[src/rtl/gat_bram_loader_if.sv]
// rtl/gat_bram_loader_if.sv - Source word stream and three BRAM write ports of gat_bram_loader
interface gat_bram_loader_if #(
  parameter int DATA_WIDTH       = 8,
  parameter int H_DATA_WIDTH     = 19,
  parameter int NODE_INFO_WIDTH  = 20,
  parameter int H_DATA_ADDR_W    = 18,
  parameter int NODE_INFO_ADDR_W = 14,
  parameter int WEIGHT_ADDR_W    = 15
);
  logic                          s_valid;
  logic [31:0]                   s_data;
  logic                          s_ready;

  logic [H_DATA_WIDTH-1:0]       h_data_bram_din;
  logic                          h_data_bram_ena;
  logic                          h_data_bram_wea;
  logic [H_DATA_ADDR_W+1:0]      h_data_bram_addra;

  logic [NODE_INFO_WIDTH-1:0]    h_node_info_bram_din;
  logic                          h_node_info_bram_ena;
  logic                          h_node_info_bram_wea;
  logic [NODE_INFO_ADDR_W+1:0]   h_node_info_bram_addra;

  logic [DATA_WIDTH-1:0]         wgt_bram_din;
  logic                          wgt_bram_ena;
  logic                          wgt_bram_wea;
  logic [WEIGHT_ADDR_W+1:0]      wgt_bram_addra;

  modport master (
    output s_valid, s_data,
    input  s_ready,
    input  h_data_bram_din, h_data_bram_ena, h_data_bram_wea, h_data_bram_addra,
    input  h_node_info_bram_din, h_node_info_bram_ena, h_node_info_bram_wea, h_node_info_bram_addra,
    input  wgt_bram_din, wgt_bram_ena, wgt_bram_wea, wgt_bram_addra
  );

  modport slave (
    input  s_valid, s_data,
    output s_ready,
    output h_data_bram_din, h_data_bram_ena, h_data_bram_wea, h_data_bram_addra,
    output h_node_info_bram_din, h_node_info_bram_ena, h_node_info_bram_wea, h_node_info_bram_addra,
    output wgt_bram_din, wgt_bram_ena, wgt_bram_wea, wgt_bram_addra
  );
endinterface

[src/rtl/gat_bram_loader.sv]
// rtl/gat_bram_loader.sv - Loads H data, node info and weights from a word stream into three BRAMs
// Optional upper-bit format check enabled by defining GAT_LOADER_ERR_CHK_EN.
module gat_bram_loader #(
  parameter int DATA_WIDTH       = 8,
  parameter int H_DATA_WIDTH     = 19,
  parameter int NODE_INFO_WIDTH  = 20,
  parameter int H_DATA_ADDR_W    = 18,
  parameter int NODE_INFO_ADDR_W = 14,
  parameter int WEIGHT_ADDR_W    = 15
) (
  input  logic                      clk,
  input  logic                      rst,
  input  logic                      start,
  input  logic [H_DATA_ADDR_W:0]    h_data_cnt,
  input  logic [NODE_INFO_ADDR_W:0] h_node_info_cnt,
  input  logic [WEIGHT_ADDR_W:0]    wgt_cnt,
  gat_bram_loader_if.slave          bus,
  output logic                      h_data_bram_load_done,
  output logic                      h_node_info_bram_load_done,
  output logic                      wgt_bram_load_done,
  output logic                      busy,
  output logic                      err
);
  localparam int MAX_HN = (H_DATA_ADDR_W > NODE_INFO_ADDR_W) ? H_DATA_ADDR_W : NODE_INFO_ADDR_W;
  localparam int IDX_W  = (MAX_HN > WEIGHT_ADDR_W) ? MAX_HN : WEIGHT_ADDR_W;

  typedef enum logic [2:0] {IDLE, LD_HDATA, LD_NINFO, LD_WGT, DONE} state_t;

  state_t                    state;
  logic [IDX_W-1:0]          idx;
  logic [H_DATA_ADDR_W:0]    cnt_h;
  logic [NODE_INFO_ADDR_W:0] cnt_n;
  logic [WEIGHT_ADDR_W:0]    cnt_w;
  logic [IDX_W:0]            cur_cnt;
  logic                      accept;
  logic                      last;

  assign accept = bus.s_valid & bus.s_ready;

  always_comb begin
    cur_cnt = '0;
    case (state)
      LD_HDATA: cur_cnt = (IDX_W+1)'(cnt_h);
      LD_NINFO: cur_cnt = (IDX_W+1)'(cnt_n);
      LD_WGT:   cur_cnt = (IDX_W+1)'(cnt_w);
      default:  cur_cnt = '0;
    endcase
  end

  assign last = ((IDX_W+1)'(idx) + (IDX_W+1)'(1)) == cur_cnt;

  // A zero-count section spends one cycle in its state; a beat offered then is not written.
  always_ff @(posedge clk) begin
    if (rst) begin
      state                      <= IDLE;
      idx                        <= '0;
      cnt_h                      <= '0;
      cnt_n                      <= '0;
      cnt_w                      <= '0;
      busy                       <= 1'b0;
      bus.s_ready                <= 1'b0;
      h_data_bram_load_done      <= 1'b0;
      h_node_info_bram_load_done <= 1'b0;
      wgt_bram_load_done         <= 1'b0;
      bus.h_data_bram_ena        <= 1'b0;
      bus.h_data_bram_wea        <= 1'b0;
      bus.h_data_bram_din        <= '0;
      bus.h_data_bram_addra      <= '0;
      bus.h_node_info_bram_ena   <= 1'b0;
      bus.h_node_info_bram_wea   <= 1'b0;
      bus.h_node_info_bram_din   <= '0;
      bus.h_node_info_bram_addra <= '0;
      bus.wgt_bram_ena           <= 1'b0;
      bus.wgt_bram_wea           <= 1'b0;
      bus.wgt_bram_din           <= '0;
      bus.wgt_bram_addra         <= '0;
    end else begin
      bus.h_data_bram_ena      <= 1'b0;
      bus.h_data_bram_wea      <= 1'b0;
      bus.h_node_info_bram_ena <= 1'b0;
      bus.h_node_info_bram_wea <= 1'b0;
      bus.wgt_bram_ena         <= 1'b0;
      bus.wgt_bram_wea         <= 1'b0;
      case (state)
        IDLE, DONE: begin
          if (start) begin
            cnt_h                      <= h_data_cnt;
            cnt_n                      <= h_node_info_cnt;
            cnt_w                      <= wgt_cnt;
            idx                        <= '0;
            h_data_bram_load_done      <= 1'b0;
            h_node_info_bram_load_done <= 1'b0;
            wgt_bram_load_done         <= 1'b0;
            busy                       <= 1'b1;
            bus.s_ready                <= 1'b1;
            state                      <= LD_HDATA;
          end
        end
        LD_HDATA: begin
          if (accept && cnt_h != '0) begin
            bus.h_data_bram_ena   <= 1'b1;
            bus.h_data_bram_wea   <= 1'b1;
            bus.h_data_bram_din   <= bus.s_data[H_DATA_WIDTH-1:0];
            bus.h_data_bram_addra <= {idx[H_DATA_ADDR_W-1:0], 2'b00};
          end
          if (cnt_h == '0 || (accept && last)) begin
            idx                   <= '0;
            h_data_bram_load_done <= 1'b1;
            state                 <= LD_NINFO;
          end else if (accept) begin
            idx <= idx + IDX_W'(1);
          end
        end
        LD_NINFO: begin
          if (accept && cnt_n != '0) begin
            bus.h_node_info_bram_ena   <= 1'b1;
            bus.h_node_info_bram_wea   <= 1'b1;
            bus.h_node_info_bram_din   <= bus.s_data[NODE_INFO_WIDTH-1:0];
            bus.h_node_info_bram_addra <= {idx[NODE_INFO_ADDR_W-1:0], 2'b00};
          end
          if (cnt_n == '0 || (accept && last)) begin
            idx                        <= '0;
            h_node_info_bram_load_done <= 1'b1;
            state                      <= LD_WGT;
          end else if (accept) begin
            idx <= idx + IDX_W'(1);
          end
        end
        LD_WGT: begin
          if (accept && cnt_w != '0) begin
            bus.wgt_bram_ena   <= 1'b1;
            bus.wgt_bram_wea   <= 1'b1;
            bus.wgt_bram_din   <= bus.s_data[DATA_WIDTH-1:0];
            bus.wgt_bram_addra <= {idx[WEIGHT_ADDR_W-1:0], 2'b00};
          end
          if (cnt_w == '0 || (accept && last)) begin
            idx                <= '0;
            wgt_bram_load_done <= 1'b1;
            busy               <= 1'b0;
            bus.s_ready        <= 1'b0;
            state              <= DONE;
          end else if (accept) begin
            idx <= idx + IDX_W'(1);
          end
        end
        default: state <= IDLE;
      endcase
    end
  end

`ifdef GAT_LOADER_ERR_CHK_EN
  logic over;

  always_comb begin
    over = 1'b0;
    case (state)
      LD_HDATA: over = (bus.s_data >> H_DATA_WIDTH) != 32'd0;
      LD_NINFO: over = (bus.s_data >> NODE_INFO_WIDTH) != 32'd0;
      LD_WGT:   over = (bus.s_data >> DATA_WIDTH) != 32'd0;
      default:  over = 1'b0;
    endcase
  end

  always_ff @(posedge clk) begin
    if (rst)
      err <= 1'b0;
    else if (start && (state == IDLE || state == DONE))
      err <= 1'b0;
    else if (accept && over)
      err <= 1'b1;
  end
`else
  logic unused_hi_bits;
  assign unused_hi_bits = ^bus.s_data;
  assign err = 1'b0;
`endif
endmodule

[src/flat_wrapper.sv]
// flat-port wrapper written by rule: the top's interface ports become plain ports
module gat_bram_loader_flat 
#(
  parameter int DATA_WIDTH       = 8,
  parameter int H_DATA_WIDTH     = 19,
  parameter int NODE_INFO_WIDTH  = 20,
  parameter int H_DATA_ADDR_W    = 18,
  parameter int NODE_INFO_ADDR_W = 14,
  parameter int WEIGHT_ADDR_W    = 15
)
  (clk, rst, start, h_data_cnt, h_node_info_cnt, wgt_cnt, h_data_bram_load_done, h_node_info_bram_load_done, wgt_bram_load_done, busy, err, bus_s_valid, bus_s_data, bus_s_ready, bus_h_data_bram_din, bus_h_data_bram_ena, bus_h_data_bram_wea, bus_h_data_bram_addra, bus_h_node_info_bram_din, bus_h_node_info_bram_ena, bus_h_node_info_bram_wea, bus_h_node_info_bram_addra, bus_wgt_bram_din, bus_wgt_bram_ena, bus_wgt_bram_wea, bus_wgt_bram_addra);
  gat_bram_loader_if #(.DATA_WIDTH(DATA_WIDTH), .H_DATA_WIDTH(H_DATA_WIDTH), .NODE_INFO_WIDTH(NODE_INFO_WIDTH), .H_DATA_ADDR_W(H_DATA_ADDR_W), .NODE_INFO_ADDR_W(NODE_INFO_ADDR_W), .WEIGHT_ADDR_W(WEIGHT_ADDR_W)) bus_i ();
  input  logic clk;
  input  logic rst;
  input  logic start;
  input  logic [H_DATA_ADDR_W:0] h_data_cnt;
  input  logic [NODE_INFO_ADDR_W:0] h_node_info_cnt;
  input  logic [WEIGHT_ADDR_W:0] wgt_cnt;
  output logic h_data_bram_load_done;
  output logic h_node_info_bram_load_done;
  output logic wgt_bram_load_done;
  output logic busy;
  output logic err;
  input wire logic [$bits(bus_i.s_valid)-1:0] bus_s_valid;
  input wire logic [$bits(bus_i.s_data)-1:0] bus_s_data;
  output wire logic [$bits(bus_i.s_ready)-1:0] bus_s_ready;
  output wire logic [$bits(bus_i.h_data_bram_din)-1:0] bus_h_data_bram_din;
  output wire logic [$bits(bus_i.h_data_bram_ena)-1:0] bus_h_data_bram_ena;
  output wire logic [$bits(bus_i.h_data_bram_wea)-1:0] bus_h_data_bram_wea;
  output wire logic [$bits(bus_i.h_data_bram_addra)-1:0] bus_h_data_bram_addra;
  output wire logic [$bits(bus_i.h_node_info_bram_din)-1:0] bus_h_node_info_bram_din;
  output wire logic [$bits(bus_i.h_node_info_bram_ena)-1:0] bus_h_node_info_bram_ena;
  output wire logic [$bits(bus_i.h_node_info_bram_wea)-1:0] bus_h_node_info_bram_wea;
  output wire logic [$bits(bus_i.h_node_info_bram_addra)-1:0] bus_h_node_info_bram_addra;
  output wire logic [$bits(bus_i.wgt_bram_din)-1:0] bus_wgt_bram_din;
  output wire logic [$bits(bus_i.wgt_bram_ena)-1:0] bus_wgt_bram_ena;
  output wire logic [$bits(bus_i.wgt_bram_wea)-1:0] bus_wgt_bram_wea;
  output wire logic [$bits(bus_i.wgt_bram_addra)-1:0] bus_wgt_bram_addra;
  assign bus_i.s_valid = bus_s_valid;
  assign bus_i.s_data = bus_s_data;
  assign bus_s_ready = bus_i.s_ready;
  assign bus_h_data_bram_din = bus_i.h_data_bram_din;
  assign bus_h_data_bram_ena = bus_i.h_data_bram_ena;
  assign bus_h_data_bram_wea = bus_i.h_data_bram_wea;
  assign bus_h_data_bram_addra = bus_i.h_data_bram_addra;
  assign bus_h_node_info_bram_din = bus_i.h_node_info_bram_din;
  assign bus_h_node_info_bram_ena = bus_i.h_node_info_bram_ena;
  assign bus_h_node_info_bram_wea = bus_i.h_node_info_bram_wea;
  assign bus_h_node_info_bram_addra = bus_i.h_node_info_bram_addra;
  assign bus_wgt_bram_din = bus_i.wgt_bram_din;
  assign bus_wgt_bram_ena = bus_i.wgt_bram_ena;
  assign bus_wgt_bram_wea = bus_i.wgt_bram_wea;
  assign bus_wgt_bram_addra = bus_i.wgt_bram_addra;
  gat_bram_loader #(.DATA_WIDTH(DATA_WIDTH), .H_DATA_WIDTH(H_DATA_WIDTH), .NODE_INFO_WIDTH(NODE_INFO_WIDTH), .H_DATA_ADDR_W(H_DATA_ADDR_W), .NODE_INFO_ADDR_W(NODE_INFO_ADDR_W), .WEIGHT_ADDR_W(WEIGHT_ADDR_W)) u_core (.clk(clk), .rst(rst), .start(start), .h_data_cnt(h_data_cnt), .h_node_info_cnt(h_node_info_cnt), .wgt_cnt(wgt_cnt), .bus(bus_i), .h_data_bram_load_done(h_data_bram_load_done), .h_node_info_bram_load_done(h_node_info_bram_load_done), .wgt_bram_load_done(wgt_bram_load_done), .busy(busy), .err(err));
endmodule
[config.mk]
export PLATFORM = sky130hd
export DESIGN_NAME = gat_bram_loader_flat
export DESIGN_NICKNAME = d
export VERILOG_FILES = /design/src/rtl/gat_bram_loader_if.sv /design/src/rtl/gat_bram_loader.sv /design/src/flat_wrapper.sv
export SDC_FILE = /design/constraint.sdc
export NUM_CORES = 1
export LEC_CHECK = 0
export BUFFER_PORTS_ARGS = -buffer_cell sky130_fd_sc_hd__buf_4
export CORE_MARGIN = 1
export CORE_UTILIZATION = 55
export DETAILED_ROUTE_END_ITERATION = 8
export GPL_ROUTABILITY_DRIVEN = 0
export GPL_TIMING_DRIVEN = 0
export PLACE_DENSITY = 0.83
export SYNTH_ARGS = -nofsm -noshare
export SYNTH_HDL_FRONTEND = slang
export SYNTH_SLANG_ARGS = --single-unit
export TNS_END_PERCENT = 30
[constraint.sdc]
create_clock -name clk -period 6.5 [get_ports clk]
set_input_delay 0.65 -clock clk [delete_from_list [all_inputs] [get_ports clk]]
set_output_delay 0.65 -clock clk [all_outputs]
set_load 0.005 [all_outputs]
==> out/qor.txt <==
status: finished clean
post-synthesis cell type count: 73
number of synthesized flops with an enable pin: 0
crit-path cells: ha_1, nand4_2, or4_4, nor2_4, xor3_1, o2111ai_1, nor4_4, nor3_2, buf_2, nand2_1, o22ai_1
WL/cell: 16.7 µm
CTS H-Tree Depth: 4
PD cells: 301 mW/mm²
Setup-failing EPs final: 0
max-cap violations: 0
Vias: 7474
Primary FF master, synth: dfxtp_1
initial core utilization: 56.5%
async set-reset flop share out of synthesis: 0%
final setup skew: 0.00726 ns
Hold Buf Count CTS: 0
Die H: 119 µm
Pleak: 3.92 nW
worst path arrival time: 3.95 ns
Core Area: 0.0132 mm²
post_cts resized: 0
I/O pin cnt: 198
Seq cells post-synth: 172
largest net degree at the start of global routing: 17
DIE WIDTH: 119 µm
total congestion overflow: 0
Setup Fix Bufs, Post-CTS: 0
Critical Path Sink Type: flip-flop
sequential area share after synthesis: 46.0%
1st-iter DRT viols: 638
Synth Instances: 937
Routed Antenna Nets: 0
overall routing resource usage: 31.9%
Cell Rows: 42
syn_area_per_cell: 7.98 µm²
layout cells sized above 1: 22.3%
Fin Setup TNS: 0 ns
diodes inserted: 0
Hold Path Class: primary input to flip-flop
CP startpoint kind: flip-flop
clock buffer depth: 2
post-detail-place hpwl: 16200 µm
Yosys warnings: 0
Slew Limit Fails: 0
CTS Buf Count: 17
placed insts: 1296
Clock Pin Slew Worst Setup and Hold Paths: 0.06 ns
Min Clock Period, post-route: 3.59 ns
CP max stage delay: 0.61 ns
number of vias per cell: 5.63
non-filler cells, final: 1327
fin crit share: 55.2%
R2R setup slack: 2.91 ns
DIE AREA: 0.0141 mm²
Synth Cell Area: 0.00748 mm²
Worst Tran Pin Value: 0.790 ns
slew margin rel.: 46.6%
vias in the first global route: 6895
drt pass-1 iters: 7
Final Hold Vio Count: 0
initial antenna violation count: 0
Sink Count: 172
CTS tree: done
clock root cell: clkbuf_16
f_max: 279 MHz
Max IR drop VDD: 0.000212 V
port bufs: 177
Routed WL: 22200 µm
Layout area overhead: 29.1%
CP max FO: 10
slowest CP cell: or4_4
first-pass GRT wire length: 35000 µm
drc violations: 0
Req. time, crit path: 6.86 ns
worst skew pair latency: 0.44 ns
WS Path Type: flip-flop to flip-flop
RSZ-0062 raised after global routing: no
nets: 1226
==> cell families (layout without fill, tap and decap cells) <==
family	count (synthesis)	in the layout	synth area share, %
adders and majority gates	1	1	0.167
and+or+nand+nor	413	413	24.5
xor gates and xnor gates	22	22	3.06
AOI/OAI and AO/OA	205	205	16.0
muxes	32	32	4.58
buffers and inverters	91	299	5.62
other	1	7	0.0501
DFF	172	172	46.0
==> layout by cell type, fill, tap and decap left out, types with 3 or more instances in the layout <==
cell	instances
a21o_1	5
a2bb2oi_1	4
a211oi_1	3
nor4_1	13
clkbuf_16	17
mux2i_1	17
inv_1	10
bufinv_16	3
a22oi_1	11
conb_1	7
o21ai_0	8
dfxtp_1	172
buf_2	11
and3_1	5
nand4_1	9
nand2_1	263
nor2b_1	5
a21oi_1	140
xnor2_1	16
nor3_1	11
nor2_1	57
o31ai_1	4
buf_4	192
buf_1	3
o21ai_1	4
and2_1	4
a32oi_1	3
mux2_2	12
or4_1	5
xor2_1	3
a31oi_1	4
clkbuf_8	4
clkbuf_1	55
a22o_1	3
or3_1	4
nand3_1	15
==> layout make-up <==
cell class	instances	area (µm²)
Fill cell	1061	3590
Inverter	10	37.5
Buffer	81	383
Clock buffer	26	499
Sequential cell	172	3440
Multi-Input combinational cell	680	3640
Timing Repair Buffer	177	1330
Tap cell	176	220
Clock inverter	5	104
==> where the power goes <==
part | internal (W) | leakage, nW | switching (W)
clock network | 0.000644 | 0.295 | 0.000402
logic | 0.000255 | 2.24 | 0.000411
registers | 0.00113 | 1.39 | 0.0000646
total | 0.00203 | 3.92 | 0.000878
==> flip-flops by register name (all words and copies together), names as in the netlist <==
register	flops
u_core.bus.h_data_bram_addra	18
u_core.wgt_bram_load_done	1
u_core.idx	18
u_core.h_data_bram_load_done	1
u_core.cnt_w	16
u_core.bus.h_node_info_bram_din	20
u_core.bus.h_data_bram_din	19
u_core.bus.s_ready	1
u_core.state	3
u_core.h_node_info_bram_load_done	1
u_core.cnt_h	19
u_core.bus.wgt_bram_ena	1
u_core.bus.wgt_bram_addra	15
u_core.bus.wgt_bram_din	8
u_core.cnt_n	15
u_core.bus.h_node_info_bram_addra	14
u_core.bus.h_node_info_bram_ena	1
u_core.bus.h_data_bram_ena	1
==> critical path, delay by kind of cell (launching register included) <==
kind                     cells  cell delay [ns]
adder cells (fa/ha/maj)      1             0.35
AO/OA/AOI/OAI                2             0.41
AND/OR/NAND/NOR              6             1.58
XOR/XNOR                     1             0.31
buffers and inverters        1             0.30
flip-flops                   1             0.55
==> metrics by stage <==
stage | hold WS, ns | setup WS, ns | cell area [µm²] | total power, W | util [%]
floorplan | 0.445 | 3.42 | 7500 | 0.00164 | -
global placement | 0.442 | 3.00 | 9050 | 0.00185 | 68.3
detailed placement | 0.447 | 2.98 | 9050 | 0.00186 | 68.3
CTS | 0.454 | 2.95 | 9650 | 0.00289 | 72.9
global route | 0.462 | 2.73 | 9650 | 0.00301 | 72.9
finish | 0.451 | 2.91 | 9650 | 0.00291 | 72.9
==> synthesized netlist by cell type (12+ instances only) <==
cell	instances	area share, %
nor4_1	13	1.1
mux2_2	12	1.8
buf_4	15	1.5
nor2_1	57	2.9
nand2_1	263	13
a21oi_1	140	9.4
nand3_1	15	1.0
dfxtp_1	172	46
xnor2_1	16	1.9
clkbuf_1	50	2.5
mux2i_1	17	2.3
==> routing by layer <==
layer	up-vias	GRT usage, %	wire length, µm
met2	371	51.8	10500
met1	3457	39.6	9140
met3	68	7.14	1680
met4	0	16.6	909
li1	3578	-	-
met5	-	0	0
==> worst paths after layout <==
kind              cells past startpoint                         to                       from
setup / recovery                     11              u_core.idx[6]              u_core.idx[1]
hold / removal                        3            u_core.cnt_n[3]         h_node_info_cnt[3]
setup reg to reg                     11              u_core.idx[6]              u_core.idx[1]
hold reg to reg                       2  u_core.wgt_bram_load_done  u_core.wgt_bram_load_done
(Power assumes the default switching activity.)
